File: src/rtl/mem_pkg.sv
// Shared types and constants for the multi-requester byte-bus memory arbiter.
package mem_pkg;

  // IDLE      | bus idle, arbitrate and grant one requester
  // READ      | issue read byte addresses, capture the previous byte
  // READ_TAIL | capture the final byte, extend, raise resp_valid
  // WRITE     | drive one byte per cycle, stall on a full UART buffer
  typedef enum logic [1:0] {IDLE, READ, READ_TAIL, WRITE} state_e;

  localparam logic [1:0] IO_REGION = 2'b11;
  localparam int         IO_HI     = 17;
  localparam int         IO_LO     = 16;

  // A length field holds byte count minus 1, so it needs clog2(max bytes) bits.
  function automatic int len_width(input int data_bytes);
    return (data_bytes > 1) ? $clog2(data_bytes) : 1;
  endfunction

  function automatic int ptr_width(input int n_ch);
    return (n_ch > 1) ? $clog2(n_ch) : 1;
  endfunction

endpackage

File: src/rtl/mem_arb_grant.sv
// One-hot grant from the request vector. MEM_ARBITER_RR_EN selects round-robin
// from the pointer; otherwise fixed priority with the lowest index winning.
module mem_arb_grant import mem_pkg::*; #(
  parameter int N_CH = 2
`ifdef MEM_ARBITER_RR_EN
  ,
  parameter int PTR_W = ptr_width(N_CH)
`endif
) (
`ifdef MEM_ARBITER_RR_EN
  input  logic [PTR_W-1:0] ptr_i,
  output logic [PTR_W-1:0] ptr_nxt_o,
`endif
  input  logic [N_CH-1:0]  req_valid_i,
  output logic [N_CH-1:0]  gnt_o,
  output logic             gnt_any_o
);

  logic [N_CH-1:0] pick;

`ifdef MEM_ARBITER_RR_EN
  logic [N_CH-1:0] at_or_after;

  // Prefer requesters at or above the pointer; fall back to the full vector to wrap.
  always_comb begin
    at_or_after = '0;
    for (int i = 0; i < N_CH; i++) at_or_after[i] = (i >= int'(ptr_i));
    pick = ((req_valid_i & at_or_after) != '0) ? (req_valid_i & at_or_after) : req_valid_i;
  end
`else
  assign pick = req_valid_i;
`endif

  always_comb begin
    gnt_o = '0;
`ifdef MEM_ARBITER_RR_EN
    ptr_nxt_o = ptr_i;
`endif
    for (int i = N_CH - 1; i >= 0; i--) begin
      if (pick[i]) begin
        gnt_o    = '0;
        gnt_o[i] = 1'b1;
`ifdef MEM_ARBITER_RR_EN
        ptr_nxt_o = (i == N_CH - 1) ? '0 : PTR_W'(i + 1);
`endif
      end
    end
  end

  assign gnt_any_o = |req_valid_i;

endmodule

File: src/rtl/mem_arbiter.sv
// N_CH-requester arbiter onto the 8-bit memory bus with read assembly/extension
// and UART write stalls. MEM_ARBITER_RR_EN enables round-robin arbitration.
module mem_arbiter import mem_pkg::*; #(
  parameter int N_CH       = 2,
  parameter int DATA_BYTES = 4,
  parameter int ADDR_W     = 32,
  parameter int LEN_W      = len_width(DATA_BYTES)
) (
  input  logic                         clk_in,
  input  logic                         rst_in,
  input  logic                         rdy_in,
  input  logic                         flush,
  input  logic [N_CH-1:0]              req_valid,
  input  logic [N_CH-1:0]              req_we,
  input  logic [N_CH-1:0]              req_signed,
  input  logic [N_CH*LEN_W-1:0]        req_len,
  input  logic [N_CH*ADDR_W-1:0]       req_addr,
  input  logic [N_CH*DATA_BYTES*8-1:0] req_wdata,
  output logic [N_CH-1:0]              req_ack,
  output logic [N_CH-1:0]              resp_valid,
  output logic [DATA_BYTES*8-1:0]      resp_data,
  input  logic [7:0]                   mem_din,
  output logic [7:0]                   mem_dout,
  output logic [ADDR_W-1:0]            mem_a,
  output logic                         mem_wr,
  input  logic                         io_buffer_full
);

  localparam int DW = DATA_BYTES * 8;

  state_e            state_q, state_d;
  logic [LEN_W-1:0]  cnt_q, cnt_d, len_q, len_d;
  logic [ADDR_W-1:0] addr_q, addr_d;
  logic              sgn_q, sgn_d;
  logic [DW-1:0]     data_q, data_d;
  logic [N_CH-1:0]   own_q, own_d, resp_q, resp_d;

  logic [N_CH-1:0]   gnt;
  logic              gnt_any, grant_ok, io_stall;
  logic [LEN_W-1:0]  sel_len;
  logic [ADDR_W-1:0] sel_addr, cur_addr;
  logic [DW-1:0]     sel_wdata;
  logic              sel_we, sel_sgn;
  logic [7:0]        cur_wbyte;

`ifdef MEM_ARBITER_RR_EN
  localparam int PTR_W = ptr_width(N_CH);
  logic [PTR_W-1:0] ptr_q, ptr_d, ptr_nxt;

  mem_arb_grant #(.N_CH(N_CH), .PTR_W(PTR_W)) u_grant (
    .ptr_i       (ptr_q),
    .ptr_nxt_o   (ptr_nxt),
    .req_valid_i (req_valid),
    .gnt_o       (gnt),
    .gnt_any_o   (gnt_any)
  );
`else
  mem_arb_grant #(.N_CH(N_CH)) u_grant (
    .req_valid_i (req_valid),
    .gnt_o       (gnt),
    .gnt_any_o   (gnt_any)
  );
`endif

  always_comb begin
    sel_len   = '0;
    sel_addr  = '0;
    sel_wdata = '0;
    sel_we    = 1'b0;
    sel_sgn   = 1'b0;
    for (int i = 0; i < N_CH; i++) begin
      if (gnt[i]) begin
        sel_len   = req_len[i*LEN_W +: LEN_W];
        sel_addr  = req_addr[i*ADDR_W +: ADDR_W];
        sel_wdata = req_wdata[i*DW +: DW];
        sel_we    = req_we[i];
        sel_sgn   = req_signed[i];
      end
    end
  end

  assign cur_addr = addr_q + ADDR_W'(cnt_q);
  assign grant_ok = (state_q == IDLE) && gnt_any && !flush;
  assign io_stall = (state_q == WRITE) && (cur_addr[IO_HI:IO_LO] == IO_REGION) && io_buffer_full;

  always_comb begin
    cur_wbyte = '0;
    for (int i = 0; i < DATA_BYTES; i++) begin
      if (int'(cnt_q) == i) cur_wbyte = data_q[i*8 +: 8];
    end
  end

  always_comb begin
    state_d = state_q;
    cnt_d   = cnt_q;
    len_d   = len_q;
    addr_d  = addr_q;
    sgn_d   = sgn_q;
    data_d  = data_q;
    own_d   = own_q;
    resp_d  = '0;
`ifdef MEM_ARBITER_RR_EN
    ptr_d   = ptr_q;
`endif
    unique case (state_q)
      IDLE: begin
        if (grant_ok) begin
          state_d = sel_we ? WRITE : READ;
          cnt_d   = '0;
          len_d   = sel_len;
          addr_d  = sel_addr;
          sgn_d   = sel_sgn;
          data_d  = sel_we ? sel_wdata : '0;
          own_d   = gnt;
`ifdef MEM_ARBITER_RR_EN
          ptr_d   = ptr_nxt;
`endif
        end
      end
      READ: begin
        // mem_din carries the byte addressed one cycle earlier.
        for (int i = 0; i < DATA_BYTES; i++) begin
          if (int'(cnt_q) == i + 1) data_d[i*8 +: 8] = mem_din;
        end
        if (flush)                 state_d = IDLE;
        else if (cnt_q == len_q)   state_d = READ_TAIL;
        else                       cnt_d   = cnt_q + 1'b1;
      end
      READ_TAIL: begin
        for (int i = 0; i < DATA_BYTES; i++) begin
          if (int'(len_q) == i)     data_d[i*8 +: 8] = mem_din;
          else if (i > int'(len_q)) data_d[i*8 +: 8] = {8{sgn_q & mem_din[7]}};
        end
        state_d = IDLE;
        if (!flush) resp_d = own_q;
      end
      WRITE: begin
        if (!io_stall) begin
          if (cnt_q == len_q) begin
            state_d = IDLE;
            resp_d  = own_q;
            data_d  = '0;
          end else begin
            cnt_d = cnt_q + 1'b1;
          end
        end
      end
      default: state_d = IDLE;
    endcase
  end

  always_ff @(posedge clk_in) begin
    if (!rst_in) begin
      state_q <= IDLE;
      cnt_q   <= '0;
      len_q   <= '0;
      addr_q  <= '0;
      sgn_q   <= 1'b0;
      data_q  <= '0;
      own_q   <= '0;
      resp_q  <= '0;
`ifdef MEM_ARBITER_RR_EN
      ptr_q   <= '0;
`endif
    end else if (rdy_in) begin
      state_q <= state_d;
      cnt_q   <= cnt_d;
      len_q   <= len_d;
      addr_q  <= addr_d;
      sgn_q   <= sgn_d;
      data_q  <= data_d;
      own_q   <= own_d;
      resp_q  <= resp_d;
`ifdef MEM_ARBITER_RR_EN
      ptr_q   <= ptr_d;
`endif
    end
  end

  always_comb begin
    req_ack    = (grant_ok && rdy_in && rst_in) ? gnt : '0;
    resp_valid = resp_q;
    resp_data  = data_q;
    mem_a      = (state_q == READ || state_q == WRITE) ? cur_addr : '0;
    mem_wr     = (state_q == WRITE) && !io_stall && rdy_in;
    mem_dout   = (state_q == WRITE) ? cur_wbyte : '0;
  end

endmodule

File: config.mk
export PLATFORM = sky130hd
export DESIGN_NAME = mem_arbiter
export DESIGN_NICKNAME = d
export VERILOG_FILES = /design/src/rtl/mem_pkg.sv /design/src/rtl/mem_arb_grant.sv /design/src/rtl/mem_arbiter.sv
export SDC_FILE = /design/constraint.sdc
export NUM_CORES = 1
export LEC_CHECK = 0
export ABC_CLOCK_PERIOD_IN_PS = 6950
export BUFFER_PORTS_ARGS = -buffer_cell sky130_fd_sc_hd__buf_4
export CAP_MARGIN = 20
export CORE_MARGIN = 3
export CORE_UTILIZATION = 53
export CTS_BUF_LIST = sky130_fd_sc_hd__clkbuf_4 sky130_fd_sc_hd__clkbuf_8 sky130_fd_sc_hd__clkbuf_16
export CTS_CLUSTER_SIZE = 16
export DETAILED_ROUTE_END_ITERATION = 10
export HOLD_SLACK_MARGIN = 0.03
export PLACE_DENSITY = 0.95
export SLEW_MARGIN = 25
export SYNTH_ARGS = -nofsm -noshare
export SYNTH_HDL_FRONTEND = slang
export SYNTH_SLANG_ARGS = --single-unit
File: constraint.sdc
create_clock -name clk_in -period 6.95 [get_ports clk_in]
set_input_delay 1.39 -clock clk_in [delete_from_list [all_inputs] [get_ports clk_in]]
set_output_delay 1.39 -clock clk_in [all_outputs]
set_load 0.02 [all_outputs]
* Word level (Yosys, flattened, before mapping)
Cells that the tools add are included.
W data, S select, Z words.
** Operators by class
- $add $sub $neg :: 2
- Order comparisons :: 3
- Equal/unequal tests :: 23
- Mux-type cells :: 50
- Bitwise gates (word level) :: 2
- Reduce and logical (&&, ||, !) cells :: 23
** Operators with widths (count)
- $mux W32 :: 9
- $pmux W32 S4 :: 1
- $mux W8 :: 15
- $mux W2 :: 18
- $add A32 B2 Y32 :: 1
- $reduce_and A6 Y1 :: 4
- $ne A2 B2 Y1 const B :: 8
- $eq A2 B2 Y1 const B :: 7
- $ne A3 B3 Y1 const B :: 4
- $reduce_and A5 Y1 :: 2
- $logic_and A1 B1 Y1 :: 8
- $pmux W2 S4 :: 1
- $eq A2 B1 Y1 const B :: 3
- $logic_not A2 Y1 :: 3
- $pmux W2 S3 :: 1
- $gt A2 B2 Y1 const A :: 2
- $mux W1 :: 4
- $pmux W2 S2 :: 1
- $reduce_and A3 Y1 :: 1
- $reduce_bool A3 Y1 :: 1
- $add A2 B1 Y2 const B :: 1
- $eq A2 B2 Y1 :: 1
- $gt A1 B2 Y1 const A :: 1
- $logic_not A1 Y1 :: 2
- 4 further kinds :: 4
** Storage, ports and cells
- Flip-flop bits (word level) :: 75
- Input bits :: 151
- Logic and storage cells :: 114

* Longest topological paths before layout
Gate-level depths: netlist of the first run.
- Word-level depth :: 7
- Mapped depth :: 11
- Mapped depth without buffers :: 9

* Cells and area by module
From an unflattened synthesis of the first run, not the netlist that was laid out.
** Second synthesis, totals
- Cells, all modules :: 680
- Area total of the unflattened synthesis :: 5256.3 um2
** By module, submodules not included
- mem_arbiter :: instances 1, cells an instance 677, area an instance 5236.3 um2, seq. area each 1501.4 um2
- mem_arb_grant :: instances 1, cells an instance 3, area an instance 20.0 um2, seq. area each 0.0 um2

* Worst setup path before layout of the first run
OpenSTA, ideal clock, no wires.
- Path type :: input to output
- Start :: in req_valid[0]
- End :: out req_ack[0]
- Data arrival time :: 2.675 ns
- Required time :: 5.560 ns
- Path slack :: 2.885 ns
- Stages :: 5
- Buffers on the path :: 2
- Cells stage by stage :: clkbuf_1 o21bai_1 nor4_2 clkbuf_1 and3_1
** Between the ends
- Word-level cells in the longest chain between the ends :: 6
** Ends and longest elaborated chain
- start: declaration :: RTL line mem_arbiter.sv:13 : input logic [N_CH-1:0] req_valid,
- $reduce_or A2 Y1 :: RTL line mem_arb_grant.sv:50 : assign gnt_any_o = |req_valid_i;
- $logic_and A1 B1 Y1 (2 in series) :: RTL line mem_arbiter.sv:83 : assign grant_ok = (state_q == IDLE) && gnt_any && !flush;
- $logic_and A1 B1 Y1 (2 in series) :: RTL line mem_arbiter.sv:181 : req_ack = (grant_ok && rdy_in && rst_in) ? gnt : '0;
- $mux W2 * :: RTL line mem_arbiter.sv:181
- end: declaration :: RTL line mem_arbiter.sv:19 : output logic [N_CH-1:0] req_ack,
Every way passes the cells marked *; elsewhere a longest branch is shown, timed or not.

* Worst setup path in the final report of the first run
- Start :: reg cnt_q[0]
- End :: out mem_a[30]
** Between the ends
- Word-level cells in the longest chain between the ends :: 2
** Ends and longest elaborated chain
- start: declaration :: RTL line mem_arbiter.sv:32 : logic [LEN_W-1:0] cnt_q, cnt_d, len_q, len_d;
- start signal: assignment :: RTL line mem_arbiter.sv:167 : cnt_q <= cnt_d;
- $add A32 B2 Y32 :: RTL line mem_arbiter.sv:82 : assign cur_addr = addr_q + ADDR_W'(cnt_q);
- $mux W32 :: RTL line mem_arbiter.sv:184 : mem_a = (state_q == READ || state_q == WRITE) ? cur_addr : '0;
- end: declaration :: RTL line mem_arbiter.sv:24 : output logic [ADDR_W-1:0] mem_a,
Every way passes these cells.

==> out/qor.csv, run 1 <==
stage,metric,value,unit
status,status,finished clean,
global_route,initial antenna violation count,0,
timing,Fmax,214,MHz
placed_design,Final HPWL DP,14200,um
worst_setup_path,CP required,5560,ps
cells_and_area,Layout fillers,752,
timing,RSZ-0062 raised after global routing,false,
die,row count,36,
synthesis,register area share after synthesis,0.269,
synthesis,"FFs w/ async S/R, synth",0,
clock_network,post-CTS sizing,0,
worst_setup_path,largest fanout on the critical path,11,
synthesis,YS warnings,0,
global_route,vias in the first global route,5980,
global_route,largest net degree at the start of global routing,97,
cells_and_area,Area growth syn-to-layout,33.8,%
synthesis,"Avg Cell Area, Syn",7.31,um2
clock_network,Clock Latency Late Sink,360,ps
placed_design,Post-Place Worst Slack,2400,ps
die,core region area,0.0100,mm2
synthesis,synthesis-stage register bit count,75,
power_and_ir_drop,Peak VDD IR,135,uV
power_and_ir_drop,Tot Pwr,1.26,mW
worst_setup_path,CP startpoint kind,flop,
timing,worst hold margin,461,ps
cells_and_area,most frequent cells in the layout,"232 x buf_4, 161 x nand2_1, 75 x dfxtp_1",
die,die area,0.0118,mm2
cells_and_area,Inserted Diodes,0,
global_route,global-route wire length before repair,29800,um
worst_setup_path,CP cell instances,ha_1 > inv_1 > fa_1 > nor3b_1 > nand4_1 > nor4_1 > xor2_1 > and2_1 > buf_4,
worst_setup_path,reg2reg start,cnt_q[0],
clock_network,TritonCTS buffer count,9,
clock_network,CTS Root Buffer Type,clkbuf_8,
clock_network,clk slew on worst S/H paths,80,ps
detailed_routing,routed vias/inst,6.12,
worst_setup_path,CP max stage cell,dfxtp_1,
cells_and_area,"commonest non-fill, non-tap cell in the layout",buf_4,
run,maxcap violations,0,
timing,Clock Skew,9.73,ps
detailed_routing,DR pass1 iterations,5,
synthesis,"EDFF count, synth",0,
timing,Worst-Margin Slew,1020,ps
worst_setup_path,CP endpoint kind,primary output,
timing,count of final setup violators,0,
timing,Final WS setup,2270,ps
cells_and_area,share of post-route cells with drive strength above 1,0.278,
cells_and_area,Finished Layout Cells,1081,
synthesis,top_reg_cell synth,dfxtp_1,
power_and_ir_drop,PwrDens,169,mW/mm2
die,Initial Util,0.558,
detailed_routing,wire per inst,18.0,um
detailed_routing,routed wire length,19500,um
clock_network,Sink Count,75,
placed_design,placed cells,1065,
detailed_routing,# DRC,0,
placed_design,GP Congestion,0.947,
timing,period utilization,0.673,
detailed_routing,post-route ant nets,0,
global_route,Total GRT Usage,0.319,
timing,Final min period,4680,ps
timing,Worst slew margin,0.316,
worst_setup_path,crit path from,cnt_q[0],
detailed_routing,vias post-DR,6615,
global_route,GRT overflow,0,
worst_setup_path,CP top delay family,simple AND/OR/NAND/NOR gates,
clock_network,H-tree lvl count,3,
timing,Slew Limit Fails,0,
hold_path,hold path startpoint,resp_valid[1],
clock_network,CTS tree,built,
power_and_ir_drop,Leak,3.72,nW
die,die height,109,um
synthesis,Cell variety after synth,61,
timing,setup TNS,0,ps
placed_design,IO buf count,227,
die,Die W,109,um
timing,Final Hold Vio Count,0,
hold_path,Tightest Hold Check Type,flop to flop,
clock_network,clock buffer depth,2,
detailed_routing,first-iteration detailed-routing DRC count,615,
synthesis,Post-Synthesis Cells,763,
worst_setup_path,Worst EP arrival,3290,ps
cells_and_area,final net count,1101,
clock_network,setup bufs post-CTS,0,
worst_setup_path,CP Class,flop to primary output,
synthesis,Post-Syn Area,0.00558,mm2
die,Top-Level Pins,228,
clock_network,hold-fix buffers at CTS,0,
worst_setup_path,worst path bufs/invs,2,
synthesis,syn_nets,921,
worst_setup_path,crit-path max cell delay,470,ps
## report_power, final
group | internal, mW | switching, mW
registers | 0.460 | 0.0394
logic | 0.157 | 0.172
clock network | 0.249 | 0.180
## worst min-delay path: stages, from the launching register on
cell and delay, ps:
dfxtp_1 330, nand2_1 50, o21ai_0 50
## state kept, by name, indices dropped and copies added (netlist names)
| name | count |
|---|---|
| addr_q | 32 |
| resp_data | 32 |
| cnt_q | 2 |
| len_q | 2 |
| own_q | 2 |
| resp_valid | 2 |
| state_q | 2 |
| sgn_q | 1 |
## cell usage after synthesis, drive strengths merged, types with 18 or more instances
library cell,count,share of area
and2,24,0.027
o211a,33,0.059
o21ai,28,0.025
dfxtp,75,0.27
nand2,163,0.11
a21oi,49,0.044
nor2,65,0.045
clkbuf,49,0.033
o211ai,35,0.048
mux2i,18,0.032
o22ai,19,0.021
## cell type report
type / instances / area, um2 / area share
clock inverters: 6 / 111 / 0.0149
multi-input cells: 613 / 3760 / 0.504
repair buffers: 232 / 1740 / 0.233
well taps: 133 / 166 / 0.0223
flip-flops and latches: 75 / 1500 / 0.201
inverters: 12 / 45.0 / 0.00603
clock buffers: 10 / 138 / 0.0184
## path summary, 6_finish.rpt
kind / endpoint / slack, ps / depth (start not counted)
max: mem_a[30] / 2270 / 9
min: resp_valid[1] / 460 / 2
min reg2reg: resp_valid[1] / 460 / 2
max reg2reg: resp_data[23] / 3480 / 9
## per-layer routing
layer  track usage  vias to the layer above  part of all wire
met5             0                        -                 0
met4         0.138                        0             0.042
met3        0.0573                       75              0.11
met2         0.527                      428              0.47
met1         0.407                     3010              0.38
li1              -                     3102                 -
## through the flow
stage | cell area [um2] | util
after floorplan | 5580 | -
after global routing | 7470 | 0.747
after CTS | 7470 | 0.747
after global placement | 7220 | 0.722
after detailed placement | 7220 | 0.722
final | 7470 | 0.747
## cell families after synthesis
family,share of synthesized area
simple gates,0.294
flops,0.269
mux,0.0323
buf+inv,0.0581
fa+ha+maj,0.0170
compound gates,0.292
xor+xnor,0.0377
Power figures use the tool's default switching activity.
==> run 2: changes to the inputs <==
--- a/config.mk
+++ b/config.mk
@@ -5,16 +5,16 @@
 export SDC_FILE = /design/constraint.sdc
 export NUM_CORES = 1
 export LEC_CHECK = 0
-export ABC_CLOCK_PERIOD_IN_PS = 6950
+export ABC_CLOCK_PERIOD_IN_PS = 4800
 export BUFFER_PORTS_ARGS = -buffer_cell sky130_fd_sc_hd__buf_4
 export CAP_MARGIN = 20
 export CORE_MARGIN = 3
-export CORE_UTILIZATION = 53
+export CORE_UTILIZATION = 50
 export CTS_BUF_LIST = sky130_fd_sc_hd__clkbuf_4 sky130_fd_sc_hd__clkbuf_8 sky130_fd_sc_hd__clkbuf_16
 export CTS_CLUSTER_SIZE = 16
 export DETAILED_ROUTE_END_ITERATION = 10
 export HOLD_SLACK_MARGIN = 0.03
-export PLACE_DENSITY = 0.95
+export PLACE_DENSITY = 0.94
 export SLEW_MARGIN = 25
 export SYNTH_ARGS = -nofsm -noshare
 export SYNTH_HDL_FRONTEND = slang
==> constraint.sdc (replaced) <==
create_clock -name clk_in -period 4.8 [get_ports clk_in]
set_input_delay 0.96 -clock clk_in [delete_from_list [all_inputs] [get_ports clk_in]]
set_output_delay 0.96 -clock clk_in [all_outputs]
set_load 0.02 [all_outputs]
==> run 2 against run 1 <==
Total power increased by 43%; global-route usage decreased by 2.6 points; clock power increased by 41%; utilization decreased by 4.1 points; die area increased by 5.7%; worst hold slack got worse by 2.2 ps; sequential share of layout area about the same; final cell count increased by 0.46%; sequential power increased by 46%; clock-buffer cell count increased by 1; largest power group unchanged.
==> out/qor.csv, run 2 (synthesized netlist as in run 1, its figures left out) <==
stage,metric,value,unit
timing,Final WS setup,676,ps
die,Die W,112,um
run,maxcap violations,0,
cells_and_area,Final Core Density,0.706,
timing,Worst-Margin Slew,857,ps
worst_setup_path,crit-path max cell delay,460,ps
worst_setup_path,CP required,3840,ps
timing,Final min period,4120,ps
placed_design,IO buf count,227,
die,Initial Util,0.526,
placed_design,Post-Place Worst Slack,1160,ps
global_route,global-route wire length before repair,30300,um
detailed_routing,first-iteration detailed-routing DRC count,464,
timing,period utilization,0.859,
worst_setup_path,CP startpoint kind,flop,
timing,Fmax,242,MHz
cells_and_area,"commonest non-fill, non-tap cell in the layout",buf_4,
worst_setup_path,CP cell instances,ha_1 > inv_1 > fa_1 > nor3b_1 > nand4_1 > or3_1 > a21boi_0 > buf_4,
power_and_ir_drop,Leak,3.73,nW
cells_and_area,Inserted Diodes,0,
timing,count of final setup violators,0,
power_and_ir_drop,Switching Power,0.544,mW
detailed_routing,DR pass1 iterations,5,
global_route,GRT overflow,0,
clock_network,setup bufs post-CTS,0,
clock_network,TritonCTS buffer count,9,
timing,worst hold margin,459,ps
die,die area,0.0125,mm2
timing,Clock Skew,10.8,ps
timing,RSZ-0062 raised after global routing,false,
worst_setup_path,CP endpoint kind,primary output,
timing,Worst slew margin,0.427,
clock_network,post-CTS sizing,0,
timing,Final Hold Vio Count,0,
hold_path,hold path startpoint,resp_valid[0],
die,row count,37,
die,core region area,0.0106,mm2
power_and_ir_drop,Reg power frac,0.404,
cells_and_area,final net count,1103,
worst_setup_path,worst path bufs/invs,2,
worst_setup_path,largest fanout on the critical path,11,
clock_network,H-tree lvl count,3,
timing,setup TNS,0,ps
worst_setup_path,crit path from,cnt_q[0],
die,die height,112,um
detailed_routing,wire per inst,17.6,um
power_and_ir_drop,sw frac,0.302,
global_route,Total GRT Usage,0.293,
cells_and_area,Area growth syn-to-layout,34.1,%
clock_network,CTS tree,built,
placed_design,Final HPWL DP,14300,um
hold_path,Tightest Hold Check Type,flop to flop,
detailed_routing,routed wire length,19100,um
clock_network,clock buffer depth,2,
clock_network,Sink Count,75,
worst_setup_path,CP max stage cell,dfxtp_1,
worst_setup_path,CP Class,flop to primary output,
worst_setup_path,reg2reg start,cnt_q[0],
power_and_ir_drop,PwrDens,241,mW/mm2
die,Top-Level Pins,228,
global_route,initial antenna violation count,0,
detailed_routing,post-route ant nets,0,
clock_network,Clock Latency Late Sink,360,ps
placed_design,GP Congestion,0.978,
global_route,vias in the first global route,6069,
worst_setup_path,CP top delay family,simple AND/OR/NAND/NOR gates,
cells_and_area,most frequent cells in the layout,"234 x buf_4, 161 x nand2_1, 75 x dfxtp_1",
clock_network,CTS Root Buffer Type,clkbuf_8,
power_and_ir_drop,clock network fraction of total power,0.335,
worst_setup_path,Worst EP arrival,3160,ps
power_and_ir_drop,internal power,1.26,mW
status,status,finished clean,
clock_network,hold-fix buffers at CTS,0,
detailed_routing,# DRC,0,
global_route,largest net degree at the start of global routing,84,
cells_and_area,share of post-route cells with drive strength above 1,0.280,
power_and_ir_drop,logic gate share of total power,0.261,
clock_network,clk slew on worst S/H paths,80,ps
timing,Slew Limit Fails,0,
detailed_routing,routed vias/inst,5.96,
power_and_ir_drop,Peak VDD IR,153,uV
detailed_routing,vias post-DR,6468,
==> run 2: area by class of cell <==
type / instances / area, um2
Multi-Input combinational cell: 613 / 3760
Timing Repair Buffer: 234 / 1760
Fill cell: 874 / 3120
Clock buffer: 11 / 145
Tap cell: 136 / 170
Sequential cell: 75 / 1500
Clock inverter: 5 / 100
Inverter: 12 / 45.0
==> run 2: per-layer routing <==
layer  GRT usage  vias up  share of wire
li1            -     3100              -
met1       0.366     2975           0.39
met2       0.490      335           0.48
met3      0.0690       58          0.097
met4       0.114        0          0.036
met5           0        -              0
==> run 2: tightest hold or removal path, cell delays in order (launching register included) <==
cell and delay [ps]:
dfxtp_1 330, nand2_1 50, o21ai_0 50
==> run 2: worst paths after layout <==
check | endpoint | slack (ps) | cells past startpoint
max | mem_a[24] | 680 | 8
min | resp_valid[0] | 460 | 2
max reg2reg | resp_data[14] | 1870 | 10
min reg2reg | resp_valid[0] | 460 | 2
==> run 2: stage by stage <==
step	instances	cell area [um2]	power [mW]
finish	1086	7480	1.80
global route	1086	7480	1.88
CTS	1086	7480	1.80
detailed placement	1070	7240	1.20
global placement	1070	7240	1.19
floorplan	763	5580	1.00
==> run 2: power by group through the flow <==
| stage | clock network [mW] | registers (mW) | logic, mW |
|---|---|---|---|
| after detailed placement | 0 | 0.739 | 0.465 |
| after CTS | 0.605 | 0.725 | 0.467 |
| final | 0.605 | 0.728 | 0.471 |
| after global placement | 0 | 0.737 | 0.457 |
| after floorplan | 0 | 0.740 | 0.262 |
| after global routing | 0.639 | 0.733 | 0.511 |
